`config.mk`:
```
export PLATFORM = sky130hd
export DESIGN_NAME = module_1_clk_seq
export DESIGN_NICKNAME = d
export VERILOG_FILES = /design/src/rtl/module_1_clk_seq.sv
export SDC_FILE = /design/constraint.sdc
export NUM_CORES = 1
export LEC_CHECK = 0
export ABC_AREA = 1
export BUFFER_PORTS_ARGS = -buffer_cell sky130_fd_sc_hd__buf_2
export CAP_MARGIN = 40
export CORE_MARGIN = 8
export CORE_UTILIZATION = 60
export CTS_BUF_LIST = sky130_fd_sc_hd__clkbuf_16
export DETAILED_ROUTE_END_ITERATION = 12
export GPL_TIMING_DRIVEN = 0
export PLACE_DENSITY_LB_ADDON = 0.1
export SYNTH_ARGS = -nofsm -noshare
export SYNTH_HDL_FRONTEND = slang
export SYNTH_SLANG_ARGS = --single-unit
export TNS_END_PERCENT = 50
```
`constraint.sdc`:
```
create_clock -name clk_src -period 2.8 [get_ports clk_src]
set_clock_uncertainty 0.2 [all_clocks]
set_input_delay 0.42 -clock clk_src [delete_from_list [all_inputs] [get_ports clk_src]]
set_output_delay 0.42 -clock clk_src [all_outputs]
set_load 0.01 [all_outputs]
```
`src/rtl/module_1_clk_seq.sv`:
```
// module_1_clk_seq: glitch-free clk1 mux/gate sequencer with PLL-lock supervision.
// Outputs are registered from the next-state decode so they change on the same edge as the state.
module module_1_clk_seq #(
    parameter int GUARD_CYC   = 8,
    parameter int LOCK_STABLE = 16
) (
    input  logic clk_src,
    input  logic rst_n_sys,
    input  logic pll_locked,
    input  logic req_valid,
    output logic req_ready,
    input  logic req_sel,
    input  logic req_clk1_en,
    input  logic req_clk3_en,
    output logic clk1_sel,
    output logic clk1_en,
    output logic clk3_en,
    output logic done,
    output logic lock_err
);
    typedef enum logic [2:0] {WAIT_LOCK, IDLE, GATE_OFF, SWITCH, GATE_ON} state_t;
    localparam logic [7:0] GUARD_TC = 8'(GUARD_CYC - 1);
    localparam logic [7:0] LOCK_TC  = 8'(LOCK_STABLE - 1);
    state_t     state, state_d;
    logic       lk_m, lk_s;
    logic [7:0] lock_cnt, gcnt;
    logic       cap_sel, cap_en1, cap_en3;
    logic       sel_d, en1_d, en3_d, done_d, err_d;
    logic       accept, lock_lost, guard_tc;
    assign accept    = req_valid && state == IDLE && lk_s;
    assign lock_lost = state != WAIT_LOCK && !lk_s;
    assign guard_tc  = gcnt == GUARD_TC;
    always_comb begin
        state_d = state;
        sel_d   = clk1_sel;
        en1_d   = clk1_en;
        en3_d   = clk3_en;
        done_d  = 1'b0;
        err_d   = 1'b0;
        case (state)
            WAIT_LOCK: state_d = (lk_s && lock_cnt == LOCK_TC) ? IDLE : WAIT_LOCK;
            IDLE: begin
                if (accept && req_sel == clk1_sel) begin
                    en1_d  = req_clk1_en;
                    en3_d  = req_clk3_en;
                    done_d = 1'b1;
                end else if (accept) begin
                    state_d = GATE_OFF;
                    en1_d   = 1'b0;
                end
            end
            GATE_OFF: begin
                en1_d   = 1'b0;
                state_d = guard_tc ? SWITCH : GATE_OFF;
                sel_d   = guard_tc ? cap_sel : clk1_sel;
            end
            SWITCH: begin
                state_d = guard_tc ? GATE_ON : SWITCH;
                en1_d   = guard_tc ? cap_en1 : 1'b0;
                en3_d   = guard_tc ? cap_en3 : clk3_en;
                done_d  = guard_tc;
            end
            GATE_ON: state_d = IDLE;
            default: state_d = WAIT_LOCK;
        endcase
        // Lock loss overrides everything, including a coincident accept.
        if (lock_lost) begin
            state_d = WAIT_LOCK;
            sel_d   = clk1_sel;
            en1_d   = 1'b0;
            en3_d   = 1'b0;
            done_d  = 1'b0;
            err_d   = 1'b1;
        end
    end
    always_ff @(posedge clk_src or negedge rst_n_sys) begin
        if (!rst_n_sys) begin
            lk_m      <= 1'b0;
            lk_s      <= 1'b0;
            state     <= WAIT_LOCK;
            lock_cnt  <= 8'd0;
            gcnt      <= 8'd0;
            cap_sel   <= 1'b0;
            cap_en1   <= 1'b0;
            cap_en3   <= 1'b0;
            clk1_sel  <= 1'b0;
            clk1_en   <= 1'b0;
            clk3_en   <= 1'b0;
            req_ready <= 1'b0;
            done      <= 1'b0;
            lock_err  <= 1'b0;
        end else begin
            lk_m      <= pll_locked;
            lk_s      <= lk_m;
            state     <= state_d;
            lock_cnt  <= (state == WAIT_LOCK && state_d == WAIT_LOCK && lk_s) ? lock_cnt + 8'd1 : 8'd0;
            gcnt      <= (state_d != state) ? 8'd0 : guard_tc ? gcnt : gcnt + 8'd1;
            cap_sel   <= accept ? req_sel : cap_sel;
            cap_en1   <= accept ? req_clk1_en : cap_en1;
            cap_en3   <= accept ? req_clk3_en : cap_en3;
            clk1_sel  <= sel_d;
            clk1_en   <= en1_d;
            clk3_en   <= en3_d;
            req_ready <= state_d == IDLE;
            done      <= done_d;
            lock_err  <= err_d;
        end
    end
endmodule

```
# == Word-level counts from Yosys, hierarchy flattened ==
# Cells that the tools add are included.
# totals
register_bits,30
inputBits,7
out_inout_bits,6
elab_cells,69
# op_classes
add_sub_neg,2
n_eq_ne,13
mux,23
bitwise_logic,1
n_reduce_logical,16
# op_table
op,count
2-to-1 mux 8 bit,3
"adder 8 x 1 -> 8 bit, second input constant",2
case mux 3 bit (5 select lines),1
2-to-1 mux 1 bit,12
2-to-1 mux 3 bit,4
"== test 8 x 3 -> 1 bit, second input constant",1
"== test 8 x 4 -> 1 bit, second input constant",1
logical AND 1 bit,7
"== test 3 x 1 -> 1 bit, second input constant",2
"== test 3 x 2 -> 1 bit, second input constant",2
logical NOT 3 bit,2
AND reduction 3 bit,2
nonzero test 3 bit,2
"inequality test 4 x 3 -> 1 bit, second input constant",1
case mux 1 bit (2 select lines),2
nonzero test 4 bit,1
"== test 3 bit, second input constant",1
"inequality test 3 x 2 -> 1 bit, second input constant",1
inequality test 3 bit,1
"inequality test 3 bit, second input constant",1
case mux 1 bit (3 select lines),1
"inequality test 2 x 1 -> 1 bit, second input constant",1
AND reduction 2 bit,1
== test 1 bit,1
other kinds (2),2

# == Depth between registers and ports, before layout ==
# Gate-level depths: netlist (run 1).
# depth
depth_word,11
ltp_mapped,13
ltp_nobuf,13

# == Least setup slack after synthesis (run 1) ==
# Ideal clock, no wire load.
# synth_path
path_kind,register to register
start,reg gcnt[0]
end,reg gcnt[0]
setup_time_ps,73
arrival_ps,1415
t_required_ps,2527
path_slack_ps,1112
stages_incl_launch_ff,12
path_buffers,0
synth_period_minus_slack_ps,1688
cell_sequence,dfrtp_1 > ha_1 > nand3_2 > nor2_4 > nand2_1 > nand2_1 > nor2_1 > nand2_2 > nand2_2 > nand2_1 > nand3_2 > nor2_1
# synth_between
elab_chain_len,6
word_cells_on_any_way,10
classes_between,add/sub (1); eq/ne (3); mux (6)
# synth_rtl
item,line,rtl
from (decl),26,"logic [7:0] lock_cnt, gcnt;"
from (signal assigned),97,gcnt <= (state_d != state) ? 8'd0 : guard_tc ? gcnt : gcnt + 8'd1;
== test 8 x 3 -> 1 bit,32,assign guard_tc = gcnt == GUARD_TC;
2-to-1 mux 3 bit or 2-to-1 mux 1 bit (tied branches),"58, 54",
case mux 3 bit (5 select lines),40,case (state)
2-to-1 mux 3 bit,67,if (lock_lost) begin
inequality test 3 bit,97,
inequality test 2 x 1 -> 1 bit (no line) or 2-to-1 mux 8 bit (tied branches),n/a,
# Parallel ways exist; a longest one is shown, timed or not. The select of a mux whose other input is x is not followed.
# A chain may end at the register's enable or synchronous reset.

# == Final worst setup path (run 1) ==
# layout_path
start,reg gcnt[0]
end,reg gcnt[6]
# Same word-level chain as after synthesis.

==> results of run 1 <==
==> stage by stage <==
stage,setup slack [ps],instance area (µm²),util,std cells,hold WS (ps)
2_1_floorplan,1110,1460,-,177,-75.6
5_1_grt,634,1690,0.708,226,38.9
3_3_place_gp,892,1560,0.653,219,136
4_1_cts,825,1690,0.708,226,2.93
3_5_place_dp,842,1560,0.653,219,148
6_report,827,1690,0.708,226,-20.6
==> synth_stat cells, drive strengths merged <==
cell type	instances	area, µm²
a21oi	5	25.0
a31o	1	8.76
a31oi	1	6.26
and3	1	6.26
dfrtp	30	751
ha	2	25.0
inv	26	97.6
nand2	39	161
nand3	14	80.1
nand4	1	6.26
nor2	33	141
nor3	4	20.0
nor3b	2	15.0
o21ai	11	55.1
xnor2	1	8.76
xor2	6	52.6
==> cell usage in the layout, fill, tap and decap left out <==
cell type  synthesis  layout
nor2_4             2       2
nor2_1            30      30
o21ai_1            1       1
buf_2              0      12
nor3_1             4       4
a31oi_1            1       1
o21ai_0           10      10
xnor2_1            1       1
nand2_2            3       3
nor3b_1            2       2
nand3_2            2       2
nand4_1            1       1
nand3_1           12      12
a31o_2             1       1
inv_1             25      27
clkbuf_16          0       5
ha_1               2       2
xor2_1             6       6
a21oi_1            5       5
nand2_4            1       1
nor2_2             1       1
dfrtp_1           30      30
and3_1             1       1
inv_2              1       1
nand2_1           35      35
==> how the worst max path moves through the flow <==
stage / slack [ps] / end / startpoint
after floorplan: 1110 / gcnt[0]$_DFFE_PN0P_ / gcnt[0]$_DFFE_PN0P_
after global placement: 890 / gcnt[7]$_DFFE_PN0P_ / gcnt[0]$_DFFE_PN0P_
after detailed placement: 840 / gcnt[5]$_DFFE_PN0P_ / gcnt[0]$_DFFE_PN0P_
after CTS: 820 / gcnt[6]$_DFFE_PN0P_ / gcnt[0]$_DFFE_PN0P_
after global routing: 630 / gcnt[2]$_DFFE_PN0P_ / gcnt[0]$_DFFE_PN0P_
final: 830 / gcnt[6]$_DFFE_PN0P_ / gcnt[0]$_DFFE_PN0P_
==> worst max-delay path: cells and delay by family, from the launching register on <==
| kind | cells | cell delay [ps] |
|---|---|---|
| DFF | 1 | 390 |
| and+or+nand+nor | 10 | 1080 |
| adders and majority gates | 1 | 240 |
==> report_power, final <==
part	internal [mW]	switching, mW	leakage, nW
clock network	0.315	0.162	0.0723
logic	0.0937	0.133	0.450
registers	0.499	0.0596	0.394
==> metal layers <==
layer / wire [µm] / vias to the layer above
li1: - / 592
met4: 59 / 0
met2: 1450 / 22
met5: 0 / -
met3: 138 / 9
met1: 1140 / 570
==> area by class of cell <==
| type | instances | area share |
|---|---|---|
| Sequential cell | 30 | 0.444 |
| Multi-Input combinational cell | 121 | 0.362 |
| Clock buffer | 5 | 0.0740 |
| Inverter | 26 | 0.0577 |
| Timing Repair Buffer | 12 | 0.0355 |
| Tap cell | 30 | 0.0222 |
| Clock inverter | 2 | 0.00444 |
==> registers in the layout (all words and copies together) (netlist names) <==
register / flops
lock_err: 1
clk1_sel: 1
clk3_en: 1
state: 3
gcnt: 8
lk_s: 1
cap_en3: 1
cap_sel: 1
clk1_en: 1
done: 1
cap_en1: 1
lock_cnt: 8
req_ready: 1
lk_m: 1
==> cells by family after synthesis <==
kind of cell / Yosys count / synth area share
AOI/OAI and AO/OA: 18 / 0.0651
adders and majority gates: 2 / 0.0171
and+or+nand+nor: 94 / 0.295
buffers and inverters: 26 / 0.0668
xor gates and xnor gates: 7 / 0.0420
DFF: 30 / 0.514
==> metrics, run 1 <==
Distinct cells, synth 23; Worst Setup End Kind flip-flop; vias per inst roughly 5.3; FF-to-FF Start gcnt[0]$_DFFE_PN0P_; core box area between 0.002 and 0.0025 mm²; GR Layer Usage met2 0.263; worst slew pin tran 655 ps; Rows 18; unrepaired setup endpoints after global routing no; largest net degree at the start of global routing 31; cell mode on critical path nand2_1; Antenna diodes 0; Post-CTS Setup Repair Bufs 0; Syn Area/Cell roughly 8.2 µm²; Multi-input gate area 612 µm²; maximum fanout along the worst path 8; IO buf count 12; hold buffers post-CTS 0; CP Cell Sequence ha_1 -> nand3_2 -> nor2_4 -> nand2_1 -> nand2_1 -> nor2_1 -> nand2_2 -> nand2_2 -> nand2_1 -> nand3_2 -> nor2_1; HPWL Detailed ~2100 µm; Slew Limit Fails 0; Die X ~65 µm; TritonCTS Sinks 30; vias approximately 1200; Overall Global Routing Usage 0.147; Final min period between 1500 and 2000 ps; Syn-to-layout area delta 15.8%; Yosys warning count 0; 1st-pass router iterations 4; status complete, but fails checks; Synthesized Nets roughly 190; die area about 0.0043 mm²; Final ANT Viol Nets 0; I/O Pins 13; Final Wtd Congestion between 0.7 and 0.8; Root Buffer clkbuf_16; slowest CP cell dfrtp_1; GR peak layer met2; critical path type reg -> reg; worst-case reg-to-reg path depth 11; number of fill cells in the layout 204; crit share post-route 0.705; number of CTS-inserted buffers 5; Peak VDD IR between 0.6 and 0.7 mV; power consumption about 1.3 mW; H-tree depth 2; Hold WS -20.6 ps; initial core utilization 0.612; Fin. Hold Viols 30; Tightest Hold Check Type in -> async; Worst R2R End gcnt[6]$_DFFE_PN0P_; Detailed Route Iter0 Violations 59; Setup Viol. Count Final 0; fmax about 0.51 GHz; Worst R2R Setup Slack 830 ps; required time of the critical path about 2800 ps; DRC 0; initial antenna violation count 0; Setup TNS Final 0 ps; vias in the first global route approximately 1200; Worst EP arrival between 1500 and 2000 ps; Worst slew margin 0.563; Max Root-Sink Buffers 2; met3 Use GR 0.0476; post-cts gate resize count 0; total global routing overflow 0; Max Cap Viol 0; Leak 0.917 nW; synthesized area 0.00146 mm²; global-route wire length before repair slightly below 5000 µm; sequential-to-total area share from yosys stat 0.514; met1 GRT Util 0.142; Storage cell area roughly 750 µm²; CTS tree built; crit-path max cell delay ~390 ps; post-synthesis register bit count 30; Die Y ~65 µm; power per cell area between 700 and 800 mW/mm²; Synth Instances around 180; Post-Route WL approximately 2800 µm; layout cells sized above 1 0.143; startpoint class of the critical path flip-flop; Clock Latency Late Sink between 200 and 300 ps; clk slew on worst S/H paths 50 ps; failing checks negative hold slack; WL per Instance roughly 12 µm; nets approximately 210
(Power assumes the default switching activity.)
==> run 2, diff against run 1 <==
--- a/config.mk
+++ b/config.mk
@@ -9,7 +9,7 @@
 export BUFFER_PORTS_ARGS = -buffer_cell sky130_fd_sc_hd__buf_2
 export CAP_MARGIN = 40
 export CORE_MARGIN = 8
-export CORE_UTILIZATION = 60
+export CORE_UTILIZATION = 57
 export CTS_BUF_LIST = sky130_fd_sc_hd__clkbuf_16
 export DETAILED_ROUTE_END_ITERATION = 12
 export GPL_TIMING_DRIVEN = 0
==> constraint.sdc (replaced) <==
create_clock -name clk_src -period 2.06 [get_ports clk_src]
set_clock_uncertainty 0.2 [all_clocks]
set_input_delay 0.309 -clock clk_src [delete_from_list [all_inputs] [get_ports clk_src]]
set_output_delay 0.309 -clock clk_src [all_outputs]
set_load 0.01 [all_outputs]
==> run 2 against run 1 <==
The run now ends clean; combinational power grew 37%; sequential cell count unchanged; sequential power rose by 35%; count of clock-buffer cells in the layout unchanged; non-clock buffer count up 5.
==> metrics, run 2 (synthesis gave the netlist of run 1 again) <==
status finished clean; worst slew pin tran 650 ps (-5.23 ps); biggest regs gcnt: 8 flops, lock_cnt: 8 flops, state: 3 flops; fmax 0.522 GHz (+3.0%); CP Cell Sequence ha_1 -> nand3_2 -> nor2_4 -> nand2_1 -> nand2_1 -> nor2_1 -> nand2_2 -> nand2_2 -> nand2_1 -> nand3_4 -> nor2_1; total global routing overflow 0 (unchanged); clk slew on worst S/H paths 50 ps (about the same); 1st-pass router iterations 4 (unchanged); DRC 0 (unchanged); slowest CP cell dfrtp_1; Root Buffer clkbuf_16; layout cells sized above 1 0.159 (+0.0163); Overall Global Routing Usage 0.150 (+0.00282); Worst slew margin 0.567 (+0.00349); Worst EP arrival 1870 ps (-90 ps); critical path type reg -> reg; Peak VDD IR 0.806 mV (+30%); nets 210 (+2.4%); Slew Limit Fails 0 (unchanged); Post-Route WL 2870 µm (+2.8%); Clock Latency Late Sink 270 ps (about the same); Max Cap Viol 0 (unchanged); Pint 1.24 mW (+37%); crit-path max cell delay 400 ps (about the same); Rows 18 (unchanged); Die Y 66.6 µm (+2.0%); power consumption 1.72 mW (+36%); Critical Path Start gcnt[0]$_DFFE_PN0P_; maximum fanout along the worst path 8 (unchanged); vias in the first global route 1199 (-1.6%); crit share post-route 0.930 (+0.225); number of CTS-inserted buffers 5 (unchanged); die area 0.00444 mm² (+4.0%); startpoint class of the critical path flip-flop; initial antenna violation count 0 (unchanged); Syn-to-layout area delta 19.5%; most common cell after layout, fill and taps aside nand2_1; TritonCTS Sinks 30 (unchanged); most frequent cells in the layout nand2_1 (35), nor2_1 (30), dfrtp_1 (30); Post-Layout Cell Count 231 (+2.2%); Setup Viol. Count Final 0 (unchanged); Max Root-Sink Buffers 2 (unchanged); FF-to-FF Start gcnt[0]$_DFFE_PN0P_; Final ANT Viol Nets 0 (unchanged); WL per Instance 12.4 µm (+0.53%); initial core utilization 0.595 (-0.0168); Sw Share 0.279 (-0.00230); Final min period 1920 ps (-57.5 ps); Clk pwr share 0.380 (+0.002); Detailed Route Iter0 Violations 71 (+20%); Leak 0.944 nW (+3.0%); DP Cell Count 219 (unchanged); CTS tree built; Worst Setup End Kind flip-flop; I/O Pins 13 (unchanged); required time of the critical path 2020 ps (-770 ps); Die X 66.6 µm (+2.0%); HPWL Detailed 2050 µm (-1.2%); Final Wtd Congestion 0.796 (+3.2%); Fin. Hold Viols 0 (-100%); switching power total 0.480 mW (+35%); IO buf count 12 (unchanged); sequential share of power 0.440 (-0.002); combinational power share 0.180 (about the same); Antenna diodes 0 (unchanged); H-tree depth 2 (unchanged); Layout Utilization 0.710 (+0.00243); vias 1182 (-0.92%); largest net degree at the start of global routing 31 (unchanged); Tightest Hold Check Type in -> reg; core box area 0.00245 mm² (+2.8%); cell mode on critical path nand2_1; power per cell area 988 mW/mm² (+32%); vias per inst 5.12 (-3.1%); hold_sp req_clk1_en; global-route wire length before repair 5130 µm (+4.9%)
-- run 2: cell type report --
| cell class | count | area [µm²] |
|---|---|---|
| sequential | 30 | 751 |
| multi-input combinational | 121 | 623 |
| tap | 30 | 37.5 |
| inverter | 26 | 97.6 |
| fill | 191 | 711 |
| clock buffer | 5 | 125 |
| clock inverter | 2 | 7.51 |
| timing repair buffer | 17 | 103 |
-- run 2: repair_timing --
action,CTS,global route
hold buffers,2,0
setup endpoints to repair,0,10
hold endpoints to repair,31,0
buffers inserted,0,3
resized for setup,0,2
-- run 2: final timing paths --
check / cells after the start / slack (ps) / endpoint
min in group asynchronous: 2 / 400 / lock_err$_DFF_PN0_
max reg2reg: 11 / 140 / gcnt[0]$_DFFE_PN0P_
min: 3 / 120 / cap_en1$_DFFE_PN0P_
min reg2reg: 0 / 150 / lk_s$_DFF_PN0_
max: 11 / 140 / gcnt[0]$_DFFE_PN0P_
max in group asynchronous: 2 / 840 / lock_cnt[1]$_DFF_PN0_
-- run 2: power groups by stage --
stage               Sequential [mW]  Clock [mW]  Combinational (mW)
floorplan                     0.747           0               0.241
global placement              0.759           0               0.285
detailed placement            0.766           0               0.300
CTS                           0.757       0.665               0.306
global route                  0.771       0.697               0.365
finish                        0.757       0.655               0.310
-- run 2: worst max-delay path, delay by kind of cell, from the launching register on --
| family | cells | cell delay (ps) |
|---|---|---|
| flops | 1 | 400 |
| simple gates | 10 | 950 |
| fa+ha+maj | 1 | 260 |
-- run 2: routing by layer --
layer	wire, µm	track usage	vias up	share of wire
met1	1330	0.180	563	0.46
met5	0	0	-	0
met2	1380	0.233	12	0.48
met4	71	0.0960	0	0.025
met3	90	0.0369	8	0.031
li1	-	-	599	-
-- run 2: stage by stage --
step           setup slack (ps)  hold WS, ps  TNS [ps]  instance area (µm²)
5_1_grt                   -17.5          138     -56.7                 1740
3_3_place_gp                155          134         0                 1560
3_5_place_dp               70.8          151         0                 1560
4_1_cts                    51.2          110         0                 1710
2_1_floorplan               372         -187         0                 1460
6_report                    145          116         0                 1740
==> run 3, diff against run 2 <==
==> constraint.sdc (replaced) <==
create_clock -name clk_src -period 2.06 [get_ports clk_src]
set_clock_uncertainty 0.2 [all_clocks]
set_input_delay 0.412 -clock clk_src [delete_from_list [all_inputs] [get_ports clk_src]]
set_output_delay 0.412 -clock clk_src [all_outputs]
set_load 0.01 [all_outputs]
==> run 3 against run 2 <==
Non-clock buffer count decreased by 1; global-route usage unchanged; clock power about the same; wire length decreased by 0.17%; via count decreased by 0.42%; utilization decreased by 0.41 points; sequential power about the same; final area decreased by 0.57%; register-to-register slack about the same; final cell count decreased by 0.43%; critical path depth unchanged; largest cell class unchanged; highest routed layer unchanged.
==> metrics, run 3 (synthesis gave the netlist of run 1 again) <==
Worst R2R Setup Slack 140 ps (about the same); initial core utilization 0.595 (unchanged); H-tree depth 2 (unchanged); power consumption 1.72 mW (about the same); die area 0.00444 mm² (unchanged); Antenna diodes 0 (unchanged); Clk pwr share 0.381 (about the same); vias per inst 5.12 (about the same); Final ANT Viol Nets 0 (unchanged); vias 1177 (-0.42%); Rows 18 (unchanged); required time of the critical path 2020 ps (about the same); WL per Instance 12.4 µm (+0.26%); clk slew on worst S/H paths 50 ps (about the same); Crit path max-delay family simple AND/OR/NAND/NOR gates; worst slew pin tran 650 ps (unchanged); switching power total 0.479 mW (about the same); biggest regs gcnt: 8 flops, lock_cnt: 8 flops, state: 3 flops; Overall Global Routing Usage 0.150 (unchanged); Peak VDD IR 0.806 mV (about the same); fmax 0.521 GHz (-0.13%); status finished clean; Worst Setup End Kind flip-flop; Sw Share 0.279 (about the same); IO buf count 12 (unchanged); DRC 0 (unchanged); I/O Pins 13 (unchanged); Max Cap Viol 0 (unchanged); maximum fanout along the worst path 8 (unchanged); Syn-to-layout area delta 18.8%; Pint 1.24 mW (about the same); Die X 66.6 µm (unchanged); largest net degree at the start of global routing 31 (unchanged); Die Y 66.6 µm (unchanged); nets 209 (-0.48%); Post-Route WL 2860 µm (-0.17%); combinational power share 0.179 (about the same); Setup Viol. Count Final 0 (unchanged); HPWL Detailed 2050 µm (unchanged); Clock Latency Late Sink 270 ps (about the same); Max Root-Sink Buffers 2 (unchanged); slowest CP cell dfrtp_1; Fin. Hold Viols 0 (unchanged); Detailed Route Iter0 Violations 75 (+5.6%); crit share post-route 0.931 (+0.00121); TritonCTS Sinks 30 (unchanged); Tightest Hold Check Type in -> reg; CP Cell Sequence ha_1 -> nand3_2 -> nor2_4 -> nand2_1 -> nand2_1 -> nor2_1 -> nand2_2 -> nand2_2 -> nand2_1 -> nand3_4 -> nor2_1; Leak 0.940 nW (-0.44%); CTS tree built; layout cells sized above 1 0.160 (+0.000796); Slew Limit Fails 0 (unchanged); power per cell area 992 mW/mm² (+0.48%); core box area 0.00245 mm² (unchanged); cell mode on critical path nand2_1; initial antenna violation count 0 (unchanged); Worst slew margin 0.567 (unchanged); Final Wtd Congestion 0.796 (unchanged); Root Buffer clkbuf_16; Setup TNS Final 0 ps (unchanged); vias in the first global route 1193 (-0.50%); total global routing overflow 0 (unchanged); global-route wire length before repair 5120 µm (-0.14%); number of CTS-inserted buffers 5 (unchanged); Critical path buffers and inverters 0 (unchanged); critical path type reg -> reg; Worst EP arrival 1880 ps (about the same); 1st-pass router iterations 4 (unchanged); crit-path max cell delay 400 ps (about the same); startpoint class of the critical path flip-flop; Final min period 1920 ps (+2.49 ps); DP Worst Slack 70.8 ps (unchanged); Setup WS post-layout 142 ps (-2.49 ps); most common cell after layout, fill and taps aside nand2_1; sequential share of power 0.440 (about the same); most frequent cells in the layout nand2_1 (35), nor2_1 (30), dfrtp_1 (30)
## run 3: final timing paths
check / startpoint / depth (start not counted) / end
setup / recovery: gcnt[0]$_DFFE_PN0P_ / 11 / gcnt[0]$_DFFE_PN0P_
hold / removal: pll_locked / 1 / lk_m$_DFF_PN0_
max in group asynchronous: rst_n_sys / 2 / lock_cnt[1]$_DFF_PN0_
setup reg to reg: gcnt[0]$_DFFE_PN0P_ / 11 / gcnt[0]$_DFFE_PN0P_
hold reg to reg: lk_m$_DFF_PN0_ / 0 / lk_s$_DFF_PN0_
min in group asynchronous: rst_n_sys / 2 / lock_err$_DFF_PN0_
## run 3: area by class of cell
| cell class | count | area (µm²) |
|---|---|---|
| Timing Repair Buffer | 16 | 92.6 |
| Clock buffer | 5 | 125 |
| Fill cell | 192 | 721 |
| Tap cell | 30 | 37.5 |
| Clock inverter | 2 | 7.51 |
| Multi-Input combinational cell | 121 | 623 |
| Sequential cell | 30 | 751 |
| Inverter | 26 | 97.6 |
## run 3: power groups by stage
stage	logic, mW	registers, mW	clock network, mW
floorplan	0.241	0.747	0
global placement	0.285	0.759	0
detailed placement	0.300	0.766	0
CTS	0.305	0.757	0.665
global route	0.364	0.771	0.697
finish	0.308	0.757	0.655
## run 3: repair_timing
action	CTS	global route
gates resized for setup	0	2
endpoints found under the hold margin	30	0
setup buffers	0	3
hold buffers	1	0
setup endpoints to repair	0	10
## run 3: metal layers
layer	track usage	part of all wire
met5	0	0
met4	0.0960	0.025
met3	0.0386	0.036
met2	0.233	0.48
met1	0.179	0.46
## run 3: per-stage QoR
stage | hold WS, ps | std cells | area (µm²) | util
final | 47.6 | 230 | 1730 | 0.706
after global placement | 134 | 219 | 1560 | 0.635
after CTS | 41.5 | 227 | 1700 | 0.693
after detailed placement | 151 | 219 | 1560 | 0.635
after floorplan | -83.6 | 177 | 1460 | -
after global routing | 37.6 | 230 | 1730 | 0.706
